--- src/rtl/sobel_window_ctrl_if.sv ---
// Bus bundle for sobel_window_ctrl.
// Groups three signal sets:
//   - the source pixel handshake (data_valid / in_ready)
//   - the line-buffer write port (lb_wr_en / lb_wr_bank / lb_wr_addr)
//   - the window handshake to the convolution engine (win_*)
// It also carries frame control and status (start, busy, done, win_count).
// The master modport is the controller side; the slave modport is the environment side.
interface sobel_window_ctrl_if #(
    parameter int unsigned CW = 19
);
    logic          start;
    logic          data_valid;
    logic          in_ready;
    logic          lb_wr_en;
    logic [1:0]    lb_wr_bank;
    logic [9:0]    lb_wr_addr;
    logic          win_valid;
    logic          win_ready;
    logic [1:0]    win_bank_new;
    logic [9:0]    win_col;
    logic [9:0]    win_row;
    logic [CW-1:0] win_count;
    logic          busy;
    logic          done;

    modport master (
        input  start, data_valid, win_ready,
        output in_ready, lb_wr_en, lb_wr_bank, lb_wr_addr,
        output win_valid, win_bank_new, win_col, win_row, win_count, busy, done
    );

    modport slave (
        output start, data_valid, win_ready,
        input  in_ready, lb_wr_en, lb_wr_bank, lb_wr_addr,
        input  win_valid, win_bank_new, win_col, win_row, win_count, busy, done
    );
endinterface

--- src/rtl/sobel_window_ctrl.sv ---
// Streaming scheduler for the Sobel pipeline. It takes raster-order pixels and writes each one
// into a three-bank rotating line buffer. Once a full 3x3 interior window exists, it presents
// that window to the convolution engine. It handles one frame per start.
// Ports:
//   clk   - system clock, rising edge
//   rst_n - synchronous reset, active high (1 = reset)
//   bus   - sobel_window_ctrl_if.master. Carries the pixel handshake, the line-buffer write
//           port, the window handshake, and the frame status.
module sobel_window_ctrl #(
    parameter int unsigned N  = 450,
    parameter int unsigned M  = 600,
    parameter int unsigned CW = 19
) (
    input  logic                 clk,
    input  logic                 rst_n,
    sobel_window_ctrl_if.master  bus
);

    localparam logic [9:0] ColLast = 10'(M - 1);
    localparam logic [9:0] RowLast = 10'(N - 1);

    typedef enum logic [1:0] {StIdle, StRun, StFlush, StDone} state_e;

    state_e        state_q, state_d;
    logic [9:0]    row_q, row_d;
    logic [9:0]    col_q, col_d;
    logic [1:0]    bank_q, bank_d;
    logic          win_valid_q, win_valid_d;
    logic [1:0]    win_bank_q, win_bank_d;
    logic [9:0]    win_row_q, win_row_d;
    logic [9:0]    win_col_q, win_col_d;
    logic [CW-1:0] win_count_q, win_count_d;

    logic in_ready;
    logic accept;
    logic win_hs;
    logic win_load;

    // Stall the source whenever an unaccepted window is pending, so the next
    // pixel can never overwrite the bank the pending window still points at.
    assign in_ready = (state_q == StRun) && (!win_valid_q || bus.win_ready);
    assign accept   = bus.data_valid && in_ready;
    assign win_hs   = win_valid_q && bus.win_ready;
    assign win_load = accept && (row_q >= 10'd2) && (col_q >= 10'd2);

    always_comb begin
        state_d     = state_q;
        row_d       = row_q;
        col_d       = col_q;
        bank_d      = bank_q;
        win_valid_d = win_valid_q;
        win_bank_d  = win_bank_q;
        win_row_d   = win_row_q;
        win_col_d   = win_col_q;
        win_count_d = win_count_q;

        unique case (state_q)
            StIdle: begin
                if (bus.start) begin
                    state_d     = StRun;
                    row_d       = '0;
                    col_d       = '0;
                    bank_d      = '0;
                    win_count_d = '0;
                end
            end
            StRun: begin
                if (accept && (row_q == RowLast) && (col_q == ColLast)) begin
                    state_d = StFlush;
                end
            end
            StFlush: begin
                if (win_hs) begin
                    state_d = StDone;
                end
            end
            StDone: begin
                state_d = StIdle;
            end
            default: begin
                state_d = StIdle;
            end
        endcase

        if (accept) begin
            if (col_q == ColLast) begin
                col_d  = '0;
                row_d  = row_q + 10'd1;
                bank_d = (bank_q == 2'd2) ? 2'd0 : bank_q + 2'd1;
            end else begin
                col_d = col_q + 10'd1;
            end
        end

        if (win_hs) begin
            win_count_d = win_count_q + CW'(1);
            win_valid_d = 1'b0;
        end

        // A window loading on the same edge as a handshake replaces the old one.
        if (win_load) begin
            win_valid_d = 1'b1;
            win_bank_d  = bank_q;
            win_row_d   = row_q - 10'd1;
            win_col_d   = col_q - 10'd1;
        end
    end

    always_ff @(posedge clk) begin
        if (rst_n) begin
            state_q     <= StIdle;
            row_q       <= '0;
            col_q       <= '0;
            bank_q      <= '0;
            win_valid_q <= 1'b0;
            win_bank_q  <= '0;
            win_row_q   <= '0;
            win_col_q   <= '0;
            win_count_q <= '0;
        end else begin
            state_q     <= state_d;
            row_q       <= row_d;
            col_q       <= col_d;
            bank_q      <= bank_d;
            win_valid_q <= win_valid_d;
            win_bank_q  <= win_bank_d;
            win_row_q   <= win_row_d;
            win_col_q   <= win_col_d;
            win_count_q <= win_count_d;
        end
    end

    assign bus.in_ready     = in_ready;
    assign bus.lb_wr_en     = accept;
    assign bus.lb_wr_bank   = bank_q;
    assign bus.lb_wr_addr   = col_q;
    assign bus.win_valid    = win_valid_q;
    assign bus.win_bank_new = win_bank_q;
    assign bus.win_row      = win_row_q;
    assign bus.win_col      = win_col_q;
    assign bus.win_count    = win_count_q;
    assign bus.busy         = (state_q == StRun) || (state_q == StFlush);
    assign bus.done         = (state_q == StDone);

endmodule
--- src/flat_wrapper.sv ---
// flat-port wrapper written by rule: the top's interface ports become plain ports
module sobel_window_ctrl_flat 
#(
    parameter int unsigned N  = 450,
    parameter int unsigned M  = 600,
    parameter int unsigned CW = 19
)
  (clk, rst_n, bus_start, bus_data_valid, bus_win_ready, bus_in_ready, bus_lb_wr_en, bus_lb_wr_bank, bus_lb_wr_addr, bus_win_valid, bus_win_bank_new, bus_win_col, bus_win_row, bus_win_count, bus_busy, bus_done);
  sobel_window_ctrl_if #(.CW(CW)) bus_i ();
  input  logic clk;
  input  logic rst_n;
  input wire logic [$bits(bus_i.start)-1:0] bus_start;
  input wire logic [$bits(bus_i.data_valid)-1:0] bus_data_valid;
  input wire logic [$bits(bus_i.win_ready)-1:0] bus_win_ready;
  output wire logic [$bits(bus_i.in_ready)-1:0] bus_in_ready;
  output wire logic [$bits(bus_i.lb_wr_en)-1:0] bus_lb_wr_en;
  output wire logic [$bits(bus_i.lb_wr_bank)-1:0] bus_lb_wr_bank;
  output wire logic [$bits(bus_i.lb_wr_addr)-1:0] bus_lb_wr_addr;
  output wire logic [$bits(bus_i.win_valid)-1:0] bus_win_valid;
  output wire logic [$bits(bus_i.win_bank_new)-1:0] bus_win_bank_new;
  output wire logic [$bits(bus_i.win_col)-1:0] bus_win_col;
  output wire logic [$bits(bus_i.win_row)-1:0] bus_win_row;
  output wire logic [$bits(bus_i.win_count)-1:0] bus_win_count;
  output wire logic [$bits(bus_i.busy)-1:0] bus_busy;
  output wire logic [$bits(bus_i.done)-1:0] bus_done;
  assign bus_i.start = bus_start;
  assign bus_i.data_valid = bus_data_valid;
  assign bus_i.win_ready = bus_win_ready;
  assign bus_in_ready = bus_i.in_ready;
  assign bus_lb_wr_en = bus_i.lb_wr_en;
  assign bus_lb_wr_bank = bus_i.lb_wr_bank;
  assign bus_lb_wr_addr = bus_i.lb_wr_addr;
  assign bus_win_valid = bus_i.win_valid;
  assign bus_win_bank_new = bus_i.win_bank_new;
  assign bus_win_col = bus_i.win_col;
  assign bus_win_row = bus_i.win_row;
  assign bus_win_count = bus_i.win_count;
  assign bus_busy = bus_i.busy;
  assign bus_done = bus_i.done;
  sobel_window_ctrl #(.N(N), .M(M), .CW(CW)) u_core (.clk(clk), .rst_n(rst_n), .bus(bus_i));
endmodule
--- config.mk ---
export PLATFORM = sky130hd
export DESIGN_NAME = sobel_window_ctrl_flat
export DESIGN_NICKNAME = d
export VERILOG_FILES = /design/src/rtl/sobel_window_ctrl_if.sv /design/src/rtl/sobel_window_ctrl.sv /design/src/flat_wrapper.sv
export SDC_FILE = /design/constraint.sdc
export NUM_CORES = 1
export LEC_CHECK = 0
export BUFFER_PORTS_ARGS = -buffer_cell sky130_fd_sc_hd__buf_2
export CORE_ASPECT_RATIO = 0.75
export CORE_MARGIN = 5
export CORE_UTILIZATION = 50
export CTS_BUF_LIST = sky130_fd_sc_hd__clkbuf_8
export DETAILED_ROUTE_END_ITERATION = 8
export MAX_ROUTING_LAYER = met4
export PLACE_DENSITY = 0.75
export RECOVER_POWER = 100
export SLEW_MARGIN = 20
export SYNTH_ARGS = -nofsm -noshare
export SYNTH_HDL_FRONTEND = slang
export SYNTH_SLANG_ARGS = --single-unit
--- constraint.sdc ---
create_clock -name clk -period 1.8 [get_ports clk]
set_input_delay 0.18 -clock clk [delete_from_list [all_inputs] [get_ports clk]]
set_output_delay 0.18 -clock clk [all_outputs]
set_load 0.005 [all_outputs]
==> results of run 1 <==
-- per-stage QoR --
stage	TNS, ns	hold slack (ns)	cells	utilization, %
after CTS	0	0.1818	602	64.32
after global routing	-0.1822	0.1861	609	65.62
final	0	0.1843	609	65.62
after detailed placement	0	0.4794	587	61.48
after global placement	0	0.4733	587	61.48
after floorplan	0	0.3961	420	-
-- registers in the layout, indices dropped and copies added (netlist names) --
register / count
u_core.bus.win_count: 19
u_core.bus.lb_wr_addr: 10
u_core.bus.win_col: 10
u_core.bus.win_row: 10
u_core.row_q: 10
u_core.bus.lb_wr_bank: 2
u_core.bus.win_bank_new: 2
u_core.state_q: 2
u_core.bus.win_valid: 1
-- cells in the mapped netlist (4+ instances only) --
cell,n,area (sq um)
dfxtp_1,66,1321
nor2_1,56,210.2
a21oi_1,29,145.1
nand3_1,26,130.1
nand2_1,25,93.84
a211oi_1,22,165.2
clkbuf_1,17,63.81
nor3_1,16,80.08
ha_1,12,150.1
o21ai_0,11,55.05
and3_1,10,62.56
xnor2_1,10,87.58
inv_1,9,33.78
buf_2,8,40.04
nand3b_1,8,60.06
nor4_1,8,50.05
nand4_1,7,43.79
xor2_1,7,61.31
a311oi_1,6,52.55
o31ai_1,6,45.04
a31oi_1,4,25.02
and2_1,4,25.02
buf_6,4,45.04
nand4b_1,4,35.03
or3_1,4,25.02
-- power breakdown --
part	total [mW]	switching [mW]	internal (mW)	leakage, nW
logic	0.773	0.474	0.299	1.20
clock network	1.23	0.575	0.655	0.105
registers	1.51	0.0253	1.49	0.534
-- critical path, delay by kind of cell (launching register included) --
family,cells,cell delay [ns]
buf+inv,1,0.14
compound gates,2,0.33
simple gates,3,0.69
flops,1,0.36
fa+ha+maj,1,0.15
-- path summary, 6_finish.rpt --
path | slack (ns) | startpoint | cells after the start | end
max reg2reg | 0.04 | u_core.bus.lb_wr_addr[1] | 7 | u_core.bus.lb_wr_addr[6]
min | 0.18 | bus_win_ready | 3 | u_core.bus.win_valid
min reg2reg | 0.49 | u_core.row_q[0] | 1 | u_core.bus.win_row[0]
max | 0.04 | u_core.bus.lb_wr_addr[1] | 7 | u_core.bus.lb_wr_addr[6]
-- repair_timing --
item                       4_1_cts  5_1_grt
gates resized for setup          2       29
hold buffers                     0        0
setup endpoints to repair        2       39
pin swaps                        0       14
setup buffers                    0        7
cloned                           0        0
-- area by class of cell --
type	count	area [sq um]	area share, %
tap	84	105.1	2.344
sequential	66	1330	29.67
clock buffer	10	137.6	3.070
multi-input combinational	312	2116	47.20
clock inverter	5	47.55	1.061
timing repair buffer	122	708.2	15.80
inverter	10	38.79	0.8652
-- per-layer routing --
metal	share of wire (%)	vias to the layer above
met5	0	-
met4	1.3	0
met3	5.6	21
met2	48	107
met1	45	1697
li1	-	1729
-- cells by family after synthesis --
family | share of synthesized area (%)
compound gates | 17.75
mux | 1.807
fa+ha+maj | 4.251
simple gates | 28.66
flops | 37.41
xor+xnor | 4.215
buf+inv | 5.915
==> key figures, run 1 <==
Outcome
  • Outcome: complete, no violations

Die
  • Num ports: 63
  • Die Height: 82.79 um
  • Die width: 107.1 um
  • CORE AREA: 6832 sq um
  • Initial Util: 51.70%
  • Cell Rows: 26
  • DIE AREA: 8863 sq um

Detailed routing
  • Wirelength, routed: 9.755 mm
  • Via count: 3,554
  • Via/cell ratio: 5.836
  • Drt first pass iters: 5
  • 1st-iter DRT viols: 203
  • DRC: 0
  • Antenna viol nets, final: 0
  • Routed len/inst: 16.02 um

Setup path
  • Worst path max stage delay: 0.36 ns
  • Crit-path slowest cell: dfxtp_4
  • Crit path kind: reg2reg
  • Crit Path Max Fanout: 6
  • Crit start category: flip-flop
  • Worst Path Arrival: 2.05 ns
  • CP required: 2.09 ns
  • CP Cell Sequence: ha_4, nor4b_4, and4_1, buf_6, nor2_1, o21ai_0, a31oi_1
  • Type of element capturing the critical path: flip-flop

CTS
  • H-tree levels: 3
  • Clock sinks: 66
  • Clk buf depth: 2
  • CTS tree: done
  • CTS root buffer: clkbuf_8
  • Worst skew pair latency: 0.36 ns
  • Reg clk slew, reported paths: 0.07 ns
  • CTS Buf Count: 9

Synth
  • Syn. warnings: 0
  • Post-synthesis sequential area ratio: 37.41%
  • Post-synthesis cell count: 420
  • Syn_nets: 437
  • Number of synthesized flops with an enable pin: 0
  • FF+latch count, synth: 66
  • Synth cell types: 53
  • Ys async rst share: 0%
  • Ys flop type: dfxtp_1
  • Mapped Avg Cell Area: 8.410 sq um
  • Netlist Area Pre-Place: 3532 sq um

Timing
  • Worst slew pin tran: 0.6557 ns
  • RSZ-0062 raised after global routing: true
  • Final period util: 97.82%
  • Post-route setup slack: 0.03917 ns
  • Final Hold Vio Count: 0
  • Final Max Slew Viols: 0
  • Min Clock Period, post-route: 1.761 ns
  • Final setup skew: 0.007167 ns
  • Fmax: 0.5679 GHz
  • Final-report setup violation count: 0
  • Max transition margin: 56.29%

Cells and area
  • P&R area growth vs syn: 26.92%
  • Ant diodes: 0
  • FILL cells: 596
  • Nets@finish: 538
  • Fraction of layout cells with a size suffix above 1: 25.90%
  • Layout Cell Area excl Fill: 4483 sq um
  • Highest-count cells in the layout ignoring fill and taps: 63 x dfxtp_1, 55 x nor2_1, 46 x buf_4, 36 x buf_2, 34 x clkbuf_1
  • Commonest non-fill, non-tap cell in the layout: dfxtp_1

Global routing
  • Global-route wire length before repair: 15.67 mm
  • Initial antenna violation count: 0
  • Global route total overflow: 0
  • Met3 Resource Use GR: 6.651%
  • Routing usage on met1: 28.21%
  • Met2 Use GR: 36.64%
  • Most used routing layer: met2
  • Total track usage: 22.78%
  • Vias in the first global route: 3,313
  • Largest net degree at the start of global routing: 61

Power and ir drop
  • Pwr dens: 783.8 nW/um^2
  • Max VDD drop: 0.4923 mV
  • Pwr Total: 3.514 mW
  • Leak Pwr: 1.838 nW

Placement
  • Detailed-placement wirelength estimate: 6.983 mm
  • PortBufs: 62
  • Dpl ws: 0.007585 ns
  • Placer Congestion: 0.8523
  • Placement Cell Area: 4200 sq um

Min path
  • Min-delay worst type: in2reg

Job
  • Maxcap violations: 0
(Power assumes the default switching activity.)
==> run 2, diff against run 1 <==
Settings changed: ABC_AREA set to 1.
==> run 2 against run 1 <==
Net effect: sequential share of layout area is 0.32 points higher; clock power is 4% higher; cell count is 17% higher; worst hold slack worse by 0.012 ns; register-to-register slack better by 0.06 ns; total power is 3.1% lower; worst setup slack better by 0.063 ns; cell area is 1.6% lower; clock skew is 0.0047 ns higher; sequential power hardly changed; sequential cell count stayed put; non-clock buffer count is 34 lower; critical path type unchanged; critical endpoint is now u_core.bus.win_col[1]; largest cell class unchanged; largest power group unchanged.
==> key figures, run 2 <==
Synth
  • Post-synthesis mux area share: 0%
  • Mapped Avg Cell Area: 7.085 sq um
  • Syn_nets: 545
  • Synth Area in Compound Gates: 14.55%
  • Synth area leaders: dfxtp_1 35%, nand2_1 12%, nand3_1 5.8%
  • Most frequent cell after synthesis: nand2_1
  • XOR/XNOR share of the synthesized area: 3.980%
  • Post-synth top area cell: dfxtp_1
  • Syn. warnings: 0
  • Yosys top cell area share: 35.32%
  • Post-synthesis simple-gate area fraction: 32.01%
  • Post-synthesis sequential area ratio: 35.32%
  • Ys async rst share: 0%
  • Most instantiated cells after synthesis: 117 x nand2_1, 66 x dfxtp_1, 57 x inv_1, 53 x nor2_1, 43 x nand3_1
  • Synthesized-area fraction occupied by adder cells: 4.013%
  • Largest family of logic cells by synthesized area: simple AND/OR/NAND/NOR gates
  • Synth cell types: 40
  • Post-synthesis cell count: 528
  • Netlist Area Pre-Place: 3741 sq um
  • FF+latch count, synth: 66
  • Number of synthesized flops with an enable pin: 0
  • Ys flop type: dfxtp_1

CTS
  • CTS Buf Count: 9
  • CTS tree: done
  • Worst skew pair latency: 0.35 ns
  • H-tree levels: 3
  • Hold buffer count at CTS: 0
  • Clk buf depth: 2
  • Reg clk slew, reported paths: 0.08 ns
  • CTS root buffer: clkbuf_8
  • Clock sinks: 66

Power and ir drop
  • Leak Pwr: 1.834 nW
  • Max VDD drop: 0.4114 mV
  • Pwr dens: 772.1 nW/um^2
  • Int Power: 2.371 mW
  • Flop pwr share: 44.3%
  • Clk network pwr share: 37.7%
  • Combinational share of power: 18.0%
  • NetSw: 1.034 mW
  • Switching Fraction: 30.38%

Setup path
  • Crit path kind: reg2reg
  • Type of element capturing the critical path: flip-flop
  • Buf+Inv Stages, Crit Path: 2
  • Crit Path Max Fanout: 13
  • CP Cell Sequence: inv_1, ha_1, and2_1, nand2_1, nor2_2, nand2_4, buf_12, nand2_1, nand2_1, a21oi_2
  • CP required: 2.09 ns
  • R2r worst-path depth: 10
  • Most frequent CP cell: nand2_1
  • Crit-path slowest cell: dfxtp_1
  • Critical path depth: 10
  • Worst path max stage delay: 0.34 ns
  • Crit start category: flip-flop
  • Worst Path Arrival: 1.99 ns
  • Delay-heaviest family, CP: simple AND/OR/NAND/NOR gates

Detailed routing
  • Via count: 3,646
  • DRC: 0
  • Metal3 WL: 637 um
  • DR top layer: met4
  • Drt first pass iters: 5
  • Antenna viol nets, final: 0
  • WL met2: 4.164 mm
  • Wirelength, routed: 9.729 mm
  • Wl on met1: 4.834 mm
  • Via/cell ratio: 5.114
  • 1st-iter DRT viols: 221
  • Routed len/inst: 13.65 um

Global routing
  • Total track usage: 21.63%
  • Global-route wire length before repair: 15.88 mm
  • Largest net degree at the start of global routing: 29
  • Initial antenna violation count: 0
  • Vias in the first global route: 3,305
  • Global route total overflow: 0

Die
  • Num ports: 63
  • Cell Rows: 27
  • Initial Util: 51.03%
  • DIE AREA: 9330 sq um
  • Die Height: 84.91 um
  • Die width: 109.9 um
  • CORE AREA: 7331 sq um

Cells and area
  • Commonest non-fill, non-tap cell in the layout: nand2_1
  • Final core occ: 60.16%
  • Ant diodes: 0
  • Largest register FFs: 19
  • P&R area growth vs syn: 17.89%
  • Highest-count cells in the layout ignoring fill and taps: 116 x nand2_1, 65 x dfxtp_1, 57 x inv_1, 51 x nor2_1, 43 x nand3_1
  • Nets@finish: 624
  • FILL cells: 686
  • Fraction of layout cells with a size suffix above 1: 21.57%

Placement
  • Placer Congestion: 0.9486
  • Dpl ws: 0.03349 ns
  • PortBufs: 62
  • Detailed-placement wirelength estimate: 7.140 mm

Timing
  • Final Max Slew Viols: 0
  • Final setup skew: 0.01191 ns
  • Worst slew pin tran: 0.7140 ns
  • Min Clock Period, post-route: 1.698 ns
  • Fin Hold WS: 0.1727 ns
  • Final-report setup violation count: 0
  • Max transition margin: 52.35%
  • Post-route setup slack: 0.1018 ns
  • Final Hold Vio Count: 0
  • Fmax: 0.5889 GHz
  • Final period util: 94.34%

Min path
  • Min-delay worst type: in2reg
  • Hold-critical path depth: 4

Job
  • Maxcap violations: 0

Outcome
  • Outcome: complete, no violations
## run 2: cell families (layout without fill, tap and decap cells)
logic type	Yosys count	count (layout)
compound gates	88	88
fa+ha+maj	12	12
xor+xnor	17	17
flops	66	66
buf+inv	79	163
simple gates	266	266
## run 2: cell type report
class                   count  area [sq um]  area share, %
multi-input cells         383          2049          46.47
flip-flops and latches     66          1323          29.99
repair buffers             88         475.5          10.78
inverters                  59         232.7          5.277
clock buffers              10         137.6          3.121
well taps                 101         126.4          2.865
clock inverters             6         66.31          1.504
## run 2: worst register-to-register path, stage by stage, from the launching register on
cell	delay (ns)
dfxtp_1	0.34
inv_1	0.09
ha_1	0.19
and2_1	0.17
nand2_1	0.13
nor2_2	0.18
nand2_4	0.13
buf_12	0.18
nand2_1	0.06
nand2_1	0.05
a21oi_2	0.12
## run 2: stage by stage
stage                     power [mW]  setup TNS [ns]  cell area, sq um  instances
after floorplan                1.917               0              3741        528
after global placement         2.115               0              4193        692
after detailed placement       2.131               0              4193        692
after CTS                      3.402               0              4397        708
after global routing           3.568         -0.1590              4410        713
final                          3.405               0              4410        713
## run 2: layer usage
layer / vias to the layer above / GRT usage (%)
li1: 1867 / -
met1: 1638 / 30.35
met2: 126 / 31.33
met3: 15 / 5.095
met4: 0 / 5.096
met5: - / -
## run 2: repair_timing
item / in CTS / in global routing
endpoints found under the setup margin: 0 / 38
setup buffers: 0 / 5
resized for setup: 0 / 8
## run 2: final timing paths
check | slack, ns | start | end
worst max-delay path | 0.10 | u_core.state_q[1] | u_core.bus.win_col[1]
worst min-delay path | 0.17 | bus_win_ready | u_core.bus.win_valid
worst max register to register | 0.10 | u_core.state_q[1] | u_core.bus.win_col[1]
worst min register to register | 0.47 | u_core.bus.win_bank_new[0] | u_core.bus.win_bank_new[0]
## run 2: power groups by stage
stage | combinational, mW | sequential [mW] | clock, mW
floorplan | 0.378 | 1.54 | 0
global placement | 0.576 | 1.54 | 0
detailed placement | 0.587 | 1.54 | 0
CTS | 0.592 | 1.51 | 1.30
global route | 0.674 | 1.51 | 1.38
finish | 0.612 | 1.51 | 1.28
==> run 3, diff against run 2 <==
Settings changed: CORE_UTILIZATION 50 to 53, GPL_TIMING_DRIVEN set to 0, PLACE_DENSITY 0.75 to 0.79.
==> run 3 against run 2 <==
Net effect: clock power up 9%; highest routed layer unchanged; critical path type is now reg2out; critical endpoint is now bus_lb_wr_en; worst setup slack worse by 0.010 ns; core utilization up 3.9 points; register-to-register slack about the same.
==> key figures, run 3 (synthesis gave the netlist of run 2 again) <==
Detailed routing
  • Via/cell ratio: 5.357
  • Wirelength, routed: 10.10 mm
  • DRC: 0
  • Drt first pass iters: 4
  • Via count: 3,696
  • Antenna viol nets, final: 0
  • Routed len/inst: 14.64 um
  • 1st-iter DRT viols: 281

Die
  • Cell Rows: 26
  • Die width: 107.0 um
  • Initial Util: 54.76%
  • Num ports: 63
  • DIE AREA: 8857 sq um
  • Die Height: 82.76 um
  • CORE AREA: 6832 sq um

Setup path
  • CP required: 1.62 ns
  • Crit Path Max Fanout: 8
  • Crit start category: flip-flop
  • Type of element capturing the critical path: output pin
  • Worst Path Arrival: 1.53 ns
  • Crit path kind: reg2out

Power and ir drop
  • Pwr dens: 801.6 nW/um^2
  • Clk network pwr share: 39.6%
  • Flop pwr share: 43.2%
  • Max VDD drop: 0.4747 mV
  • NetSw: 1.024 mW
  • Pwr Total: 3.506 mW
  • Leak Pwr: 1.785 nW
  • Switching Fraction: 29.20%
  • Int Power: 2.482 mW
  • Combinational share of power: 17.2%

Timing
  • Final period util: 94.91%
  • Fmax: 0.5854 GHz
  • Setup TNS Final: 0 ns
  • Min Clock Period, post-route: 1.708 ns
  • Final setup skew: 0.008235 ns
  • Max transition margin: 50.87%
  • Worst slew pin tran: 0.7369 ns
  • Final-report setup violation count: 0
  • Fin Hold WS: 0.1263 ns
  • Final Hold Vio Count: 0
  • Post-route setup slack: 0.09168 ns
  • Final Max Slew Viols: 0

Placement
  • Detailed-placement wirelength estimate: 7.399 mm
  • PortBufs: 61
  • Dpl ws: -0.1079 ns
  • Placer Congestion: 0.9739

Cells and area
  • P&R area growth vs syn: 16.92%
  • Area of the multi-input gates: 2067 sq um
  • Fraction of layout cells with a size suffix above 1: 20.13%
  • Largest register FFs: 19
  • Storage cell area: 1334 sq um
  • Commonest non-fill, non-tap cell in the layout: nand2_1
  • Nets@finish: 618
  • Ant diodes: 0
  • Highest-count cells in the layout ignoring fill and taps: 115 x nand2_1, 62 x dfxtp_1, 55 x inv_1, 49 x nor2_1, 41 x nand3_1
  • FILL cells: 673

CTS
  • H-tree levels: 3
  • CTS root buffer: clkbuf_8
  • # Post-CTS Setup Buffers: 0
  • Clk buf depth: 2
  • Reg clk slew, reported paths: 0.07 ns
  • CTS tree: done
  • CTS Buf Count: 9
  • Worst skew pair latency: 0.35 ns
  • Clock sinks: 66

Outcome
  • Outcome: complete, no violations

Job
  • Maxcap violations: 0

Global routing
  • Largest net degree at the start of global routing: 12
  • Global route total overflow: 0
  • Initial antenna violation count: 0
  • Total track usage: 24.38%
  • Vias in the first global route: 3,363
  • Global-route wire length before repair: 16.45 mm

Min path
  • Min-delay worst type: in2reg
==> run 3: cell types whose count changed in the layout (fill, tap and decap cells not counted), sizes merged <==
cell and change:
clkbuf +8, bufinv +1, clkinvlp -1, buf -15, inv +1
==> run 3: what timing repair did <==
item,CTS,global route
resized for setup,3,25
pin swaps,0,2
gates cloned,0,1
hold buffers,0,0
endpoints found under the setup margin,32,42
==> run 3: final timing paths <==
path / slack (ns) / start / cells after the start / end
worst min register to register: 0.47 / u_core.bus.win_col[5] / 2 / u_core.bus.win_col[5]
worst min-delay path: 0.13 / bus_win_ready / 4 / u_core.bus.win_valid
worst max-delay path: 0.09 / u_core.state_q[1] / 5 / bus_lb_wr_en
worst max register to register: 0.11 / u_core.row_q[0] / 10 / u_core.bus.win_col[9]
==> run 3: per-stage QoR <==
step,utilization [%],instances,instance area [sq um]
final,64.03,690,4374
after global routing,64.03,690,4374
after CTS,64.01,689,4373
after detailed placement,60.77,673,4151
after global placement,60.77,673,4151
after floorplan,-,528,3741
==> run 3: final cells by class <==
| type | instances | share of cell area [%] |
|---|---|---|
| Timing Repair Buffer | 61 | 6.150 |
| Multi-Input combinational cell | 383 | 47.25 |
| Buffer | 20 | 3.432 |
| Timing Repair inverter | 1 | 0.1144 |
| Inverter | 59 | 5.149 |
| Tap cell | 84 | 2.403 |
| Clock buffer | 10 | 3.146 |
| Sequential cell | 66 | 30.49 |
| Clock inverter | 6 | 1.859 |
==> run 3: power by group through the flow <==
stage                     combinational (mW)  sequential [mW]  clock [mW]
after detailed placement               0.543             1.54           0
after global placement                 0.534             1.54           0
final                                  0.603             1.51        1.39
after floorplan                        0.378             1.54           0
after CTS                              0.549             1.51        1.42
after global routing                   0.659             1.52        1.49
==> run 3: metal layers <==
| layer | vias to the layer above | wire length (um) | GRT usage, % |
|---|---|---|---|
| met3 | 12 | 704 | 5.206 |
| met2 | 128 | 4414 | 37.31 |
| met4 | 0 | 104 | 7.535 |
| li1 | 1850 | - | - |
| met1 | 1706 | 4880 | 32.57 |
| met5 | - | 0 | - |
==> run 3: critical path, stage by stage, from the launching register on <==
cell and delay, ns:
dfxtp_2 0.36, inv_1 0.07, ha_1 0.21, and3_1 0.17
clkbuf_2 0.20, buf_2 0.17
